===== src/rtl/nn_stream_pkg.sv =====
// Shared types and constants for the table-driven stream player.
package nn_stream_pkg;

  typedef enum logic [1:0] {
    ST_IDLE = 2'd0,
    ST_RUN  = 2'd1,
    ST_DONE = 2'd2
  } state_e;

  localparam int NN_DEF_WIDTH = 32;
  localparam int NN_DEF_DEPTH = 64;

  // x^16+x^14+x^13+x^11+1 as a right-shifting Fibonacci register:
  // feedback is the XOR of bits 0, 2, 3 and 5.
  localparam logic [15:0] LFSR_SEED = 16'hACE1;
  localparam logic [15:0] LFSR_TAPS = 16'h002D;

  function automatic logic [15:0] lfsr_next(input logic [15:0] s);
    return {^(s & LFSR_TAPS), s[15:1]};
  endfunction

endpackage


===== src/rtl/nn_stream_lfsr.sv =====
// 16-bit throttle LFSR: reloads the seed on load_i, advances on step_i.
module nn_stream_lfsr
  import nn_stream_pkg::*;
(
  input  logic        clk,
  input  logic        reset,
  input  logic        load_i,
  input  logic        step_i,
  output logic [15:0] state_o
);

  logic [15:0] lfsr_q, lfsr_d;

  // Seed reload takes priority so every playback sees the same gap pattern.
  always_comb begin
    lfsr_d = lfsr_q;
    if (load_i)      lfsr_d = LFSR_SEED;
    else if (step_i) lfsr_d = lfsr_next(lfsr_q);
  end

  // LFSR state register.
  always_ff @(posedge clk or posedge reset) begin
    if (reset) lfsr_q <= LFSR_SEED;
    else       lfsr_q <= lfsr_d;
  end

  assign state_o = lfsr_q;

endmodule


===== src/rtl/nn_stream_player.sv =====
// Table-driven stream player: plays table[0..len-1] for a number of passes
// over a valid/ready output with registered data and first-of-frame flag.
// Optional macro NN_STREAM_PLAYER_THROTTLE_EN adds LFSR-gated word issue.
module nn_stream_player
  import nn_stream_pkg::*;
#(
  parameter  int WIDTH = NN_DEF_WIDTH,
  parameter  int DEPTH = NN_DEF_DEPTH,
  localparam int AW    = $clog2(DEPTH),
  localparam int LW    = AW + 1
) (
  input  logic             clk,
  input  logic             reset,
  input  logic             wr_en,
  input  logic [AW-1:0]    wr_addr,
  input  logic [WIDTH-1:0] wr_data,
  input  logic             start,
  input  logic             abort,
  input  logic [LW-1:0]    cfg_length,
  input  logic [LW-1:0]    cfg_frame_len,
  input  logic [15:0]      cfg_loops,
`ifdef NN_STREAM_PLAYER_THROTTLE_EN
  input  logic             throttle_en,
`endif
  output logic [WIDTH-1:0] out_data,
  output logic             out_fst,
  output logic             out_vld,
  input  logic             out_rdy,
  output logic             busy,
  output logic             done,
  output logic [31:0]      word_count
);

  logic [WIDTH-1:0] mem_q [DEPTH];

  state_e           state_q, state_d;
  logic [LW-1:0]    len_q, len_d, frm_q, frm_d, fcnt_q, fcnt_d;
  logic [15:0]      loops_q, loops_d, pass_q, pass_d;
  logic [AW-1:0]    idx_q, idx_d;
  logic             more_q, more_d, last_q, last_d;
  logic [WIDTH-1:0] data_q, data_d;
  logic             fst_q, fst_d, vld_q, vld_d;
  logic [31:0]      wc_q, wc_d;

  // Load-side view: on an accepted start the fresh cfg replaces the captured one.
  logic             go, xfer, gate, do_load;
  logic [LW-1:0]    l_len, l_frm, l_fcnt;
  logic [15:0]      l_loops, l_pass, l_pnext;
  logic [AW-1:0]    l_idx;
  logic             l_wrap, l_last, l_fst;

`ifdef NN_STREAM_PLAYER_THROTTLE_EN
  logic        thr_q, thr_d;
  logic [15:0] lfsr;

  nn_stream_lfsr u_lfsr (
    .clk     (clk),
    .reset   (reset),
    .load_i  (go),
    .step_i  (state_q == ST_RUN),
    .state_o (lfsr)
  );

  assign gate = ~thr_q | lfsr[0];
`else
  assign gate = 1'b1;
`endif

  // Table write port; addresses beyond DEPTH match no entry and are dropped.
  always_ff @(posedge clk) begin
    for (int i = 0; i < DEPTH; i++)
      if (wr_en && wr_addr == AW'(i)) mem_q[i] <= wr_data;
  end

  // Next-state, word issue and transfer bookkeeping.
  always_comb begin
    state_d = state_q;
    len_d   = len_q;
    frm_d   = frm_q;
    fcnt_d  = fcnt_q;
    loops_d = loops_q;
    pass_d  = pass_q;
    idx_d   = idx_q;
    more_d  = more_q;
    last_d  = last_q;
    data_d  = data_q;
    fst_d   = fst_q;
    vld_d   = vld_q;
    wc_d    = wc_q;
`ifdef NN_STREAM_PLAYER_THROTTLE_EN
    thr_d   = thr_q;
`endif

    go      = start & ~abort & (state_q != ST_RUN);
    xfer    = vld_q & out_rdy;
    l_len   = go ? cfg_length    : len_q;
    l_frm   = go ? cfg_frame_len : frm_q;
    l_loops = go ? cfg_loops     : loops_q;
    l_idx   = go ? '0            : idx_q;
    l_fcnt  = go ? '0            : fcnt_q;
    l_pass  = go ? '0            : pass_q;
    l_wrap  = ({1'b0, l_idx} == l_len - LW'(1));
    l_pnext = l_pass + 16'd1;
    l_last  = l_wrap && (l_loops != '0) && (l_pnext == l_loops);
    l_fst   = (l_idx == '0) || ((l_frm != '0) && (l_fcnt == '0));
    do_load = go ? (cfg_length != '0)
                 : ((state_q == ST_RUN) && more_q && (~vld_q | out_rdy) && gate);

    if (xfer) begin
      vld_d = 1'b0;
      wc_d  = (wc_q == 32'hFFFF_FFFF) ? wc_q : wc_q + 32'd1;
      if (last_q) state_d = ST_DONE;
    end

    if (go) begin
      state_d = (cfg_length == '0) ? ST_DONE : ST_RUN;
      len_d   = cfg_length;
      frm_d   = cfg_frame_len;
      loops_d = cfg_loops;
      idx_d   = '0;
      fcnt_d  = '0;
      pass_d  = '0;
      more_d  = 1'b0;
      last_d  = 1'b0;
      vld_d   = 1'b0;
      wc_d    = '0;
`ifdef NN_STREAM_PLAYER_THROTTLE_EN
      thr_d   = throttle_en;
`endif
    end

    if (do_load) begin
      data_d = mem_q[l_idx];
      fst_d  = l_fst;
      vld_d  = 1'b1;
      last_d = l_last;
      more_d = ~l_last;
      if (l_wrap) begin
        idx_d  = '0;
        fcnt_d = '0;
        pass_d = l_pnext;
      end else begin
        idx_d  = l_idx + AW'(1);
        fcnt_d = (l_fcnt + LW'(1) == l_frm) ? '0 : l_fcnt + LW'(1);
      end
    end

    if (abort) begin
      state_d = ST_IDLE;
      vld_d   = 1'b0;
      more_d  = 1'b0;
    end
  end

  // Control and output registers.
  always_ff @(posedge clk or posedge reset) begin
    if (reset) begin
      state_q <= ST_IDLE;
      len_q   <= '0;
      frm_q   <= '0;
      fcnt_q  <= '0;
      loops_q <= '0;
      pass_q  <= '0;
      idx_q   <= '0;
      more_q  <= 1'b0;
      last_q  <= 1'b0;
      data_q  <= '0;
      fst_q   <= 1'b0;
      vld_q   <= 1'b0;
      wc_q    <= '0;
`ifdef NN_STREAM_PLAYER_THROTTLE_EN
      thr_q   <= 1'b0;
`endif
    end else begin
      state_q <= state_d;
      len_q   <= len_d;
      frm_q   <= frm_d;
      fcnt_q  <= fcnt_d;
      loops_q <= loops_d;
      pass_q  <= pass_d;
      idx_q   <= idx_d;
      more_q  <= more_d;
      last_q  <= last_d;
      data_q  <= data_d;
      fst_q   <= fst_d;
      vld_q   <= vld_d;
      wc_q    <= wc_d;
`ifdef NN_STREAM_PLAYER_THROTTLE_EN
      thr_q   <= thr_d;
`endif
    end
  end

  assign out_data   = data_q;
  assign out_fst    = fst_q;
  assign out_vld    = vld_q;
  assign busy       = (state_q == ST_RUN);
  assign done       = (state_q == ST_DONE);
  assign word_count = wc_q;

endmodule


===== config.mk =====
export PLATFORM = sky130hd
export DESIGN_NAME = nn_stream_player
export DESIGN_NICKNAME = d
export VERILOG_FILES = /design/src/rtl/nn_stream_pkg.sv /design/src/rtl/nn_stream_lfsr.sv /design/src/rtl/nn_stream_player.sv
export SDC_FILE = /design/constraint.sdc
export NUM_CORES = 2
export LEC_CHECK = 0
export CORE_ASPECT_RATIO = 1.25
export CORE_UTILIZATION = 62
export CTS_CLUSTER_SIZE = 30
export DETAILED_ROUTE_END_ITERATION = 8
export PLACE_DENSITY_LB_ADDON = 0.08
export RECOVER_POWER = 50
export SYNTH_ARGS = -nofsm -noshare
export SYNTH_HDL_FRONTEND = slang
export SYNTH_SLANG_ARGS = --single-unit

===== constraint.sdc =====
create_clock -name clk -period 5.5 [get_ports clk]
set_clock_uncertainty 0.2 [all_clocks]
set_input_delay 1.1 -clock clk [delete_from_list [all_inputs] [get_ports clk]]
set_output_delay 1.1 -clock clk [all_outputs]
set_load 0.02 [all_outputs]

==> flow_metrics.tcl <==
set metrics [dict create \
    postRouteAntennaNets 0 \
    yosysWarnings 0 \
    die-height_um 416 \
    p_total_w 0.0423 \
    grt_overflow_total 0 \
    drt_wl_total_um 258000 \
    htreeDepth 4 \
    hpwl_um 149000 \
    cts_root_buf "clkbuf_16" \
    p_seq_share_pct 44.7 \
    ys.flop_type "edfxtp_1" \
    hold_violations 0 \
    drive_above_1_share_pct 12.2 \
    die-area_mm2 0.139 \
    setup_tns_ns 0 \
    worstPathRequired_ns 6.00 \
    clkPwrFrac_pct 32.3 \
    ys_seq_area_share_pct 76.0 \
    setup_viol 0 \
    layout.nets 5871 \
    post-cts-setup-buffers 0 \
    rows 151 \
    cts_sinks 2177 \
    p_leak_nw 31.6 \
    cts_resized 0 \
    fillCellCount 8711 \
    synth_top_family_by_area "compound AO/OA/AOI/OAI gates" \
    clockBufferDepth 3 \
    fin_crit_sh_pct 89.8 \
    dp_cells 7349 \
    synth-edff-count 2048 \
    maxCapViolations 33 \
    grt_usage_pct 37.2 \
    synth.area.mux_share_pct 4.54 \
    swShare_pct 30.6 \
    synthesis.nets 5622 \
    syn_area_mm2 0.0852 \
    p_switching_w 0.0129 \
    postSynthAreaPerCell_um2 15.4 \
    ys_ff_latch 2177 \
    ir_worst_vdd_mv 0.443 \
    port_buffers 141 \
    ff_latch_area_mm2 0.0647 \
    tightest_slew_ns 3.25 \
    grt_pass1_wl_um 365000 \
    synthXorXnorAreaFrac_pct 0.761 \
    die_w_um 334 \
    vias_per_cell 7.04 \
    power.density_mw_per_mm2 438 \
    dr_total_vias 54414 \
    holdCritPathClass "reg2reg" \
    post-route-min-period_ns 4.94 \
    yosys.area_share.adder_pct 0.0881 \
    cts_hold_buffers 0 \
    core_area_mm2 0.136 \
    synthArstFlopShare_pct 5.93 \
    antenna_found_initial 12 \
    critical_path.max_fanout 32 \
    syn-instance-count 5542 \
    clkLatencyLatePin_ns 0.85 \
    violations "capacitance limit, slew limit" \
    grt_max_degree 90 \
    cts.clk_slew.worst_paths_ns 0.06 \
    power_frac_comb_pct 23.0 \
    synth_cell_types 86 \
    post-route-drc-count 0 \
    cp.arrival_ns 5.44 \
    rsz0062_at_grt "no" \
    timing.slew.headroom_pct -117 \
    multi_input_area_mm2 0.0194 \
    area_growth_pct 13.5 \
    synth-simple-area-share_pct 7.09 \
    cts_made_buffers 199 \
    grt_pass1_vias 52083 \
    first_pass_iters 6 \
    critPathKind "in2reg" \
    status "complete, but fails checks" \
    endpoint_kind "register" \
    cp-start-kind "primary input" \
    dr.first_iter.drc_count 7869 \
    cts_tree "yes" \
    max_freq_mhz 202 \
    routedWlPerCell_um 33.3 \
    start_util_pct 62.6 \
    finalMaxSlewViolations 2134 \
    p_int_w 0.0294 \
    final_cells 7732 \
    synth_compound_area_share_pct 9.53 \
    gp_congestion 0.893 \
    io_pins 142 \
]
[worst max-delay path: stages]
cell and delay [ns]:
dlygate4sd3_1 0.72, nand2b_1 0.83, o21ai_4 0.28, inv_8 0.35
buf_12 0.26, buf_4 0.27, mux2i_1 0.21, a22oi_1 0.10
a31oi_1 0.43, o21ai_0 0.16, o22ai_1 0.56, a31oi_1 0.08
[per-stage QoR]
| stage | area, um2 | utilization (%) | worst slack, ns | hold slack, ns |
|---|---|---|---|---|
| floorplan | 85200 | - | 0.749 | 0.274 |
| global placement | 90400 | 66.5 | 0.382 | 0.289 |
| detailed placement | 90400 | 66.5 | 0.336 | 0.301 |
| CTS | 96800 | 71.2 | 1.23 | 0.320 |
| global route | 96700 | 71.1 | 0.541 | 0.346 |
| finish | 96700 | 71.1 | 0.559 | 0.316 |
[synth_stat cells (all sizes together) (27+ instances only)]
cell type	number	area, um2
a211oi	49	373
a21oi	200	1000
a221o	42	420
a221oi	27	236
a31oi	63	394
a32oi	33	289
and3	43	269
buf	213	1060
clkbuf	155	582
dfrtp	129	3230
edfxtp	2048	61500
mux2i	273	2730
mux4	40	901
nand2	709	2660
nand3	181	906
nand4	31	194
nor2	180	683
nor3	75	390
nor4	44	294
o211ai	39	298
o21ai	137	697
o221ai	88	771
o22ai	406	2540
xnor2	42	368
xor2	32	280
[placed cells by master (no fill, tap or decap), drive strengths merged, types with 40 or more instances in the layout]
cell type,count
and3,43
clkdlybuf4s50,104
o21ai,137
clkinv,58
a221o,42
nor4,44
clkbuf,320
xnor2,42
a211oi,49
o221ai,88
o22ai,406
dfrtp,129
edfxtp,2048
mux2i,273
a31oi,63
nor2,180
a21oi,200
nand2,709
buf,273
mux4,40
nand3,181
nor3,75
[routing by layer]
layer / part of all wire, % / track usage (%) / wire (um) / vias up
met1: 35 / 49.7 / 90900 / 27464
met2: 48 / 58.9 / 122000 / 3768
met3: 12 / 7.18 / 30600 / 732
met4: 5.3 / 18.4 / 13700 / 6
li1: - / - / - / 22444
met5: 0.014 / 0 / 35 / -
[area by class of cell]
| class | count | share of cell area, % |
|---|---|---|
| antenna | 10 | 0.0259 |
| clock buffer | 286 | 5.73 |
| clock inverter | 87 | 0.887 |
| inverter | 22 | 0.111 |
| multi-input combinational | 2975 | 20.0 |
| sequential | 2177 | 66.9 |
| tap | 1759 | 2.27 |
| timing repair buffer | 416 | 4.02 |
[state kept, by name, summed over array words and instances (netlist names)]
register / count
mem_q: 2048
out_data: 32
word_count: 32
loops_q: 16
pass_q: 16
fcnt_q: 7
frm_q: 7
len_q: 7
idx_q: 6
state_q: 2
last_q: 1
more_q: 1
out_fst: 1
out_vld: 1
[kinds of logic after synthesis]
| group | count (synthesis) |
|---|---|
| flops | 2177 |
| simple gates | 1353 |
| compound gates | 1208 |
| buf+inv | 390 |
| mux | 334 |
| xor+xnor | 74 |
| fa+ha+maj | 6 |
[power groups by stage]
stage               clock network [W]  registers [W]  logic, W
CTS                            0.0137         0.0189   0.00957
global route                   0.0143         0.0189    0.0102
global placement                    0         0.0192   0.00941
floorplan                           0         0.0191   0.00557
finish                         0.0137         0.0189   0.00973
detailed placement                  0         0.0192   0.00952
[final timing paths]
kind	start	to	slack (ns)	cells past startpoint
worst min-delay path	last_q	last_q	0.32	1
min in group asynchronous	reset	out_data[0]	0.70	2
worst max register to register	idx_q[2]	out_data[12]	1.15	8
worst min register to register	last_q	last_q	0.32	1
worst max-delay path	abort	out_data[12]	0.56	12
max in group asynchronous	reset	out_data[14]	1.84	3
Power figures use the tool's default switching activity.
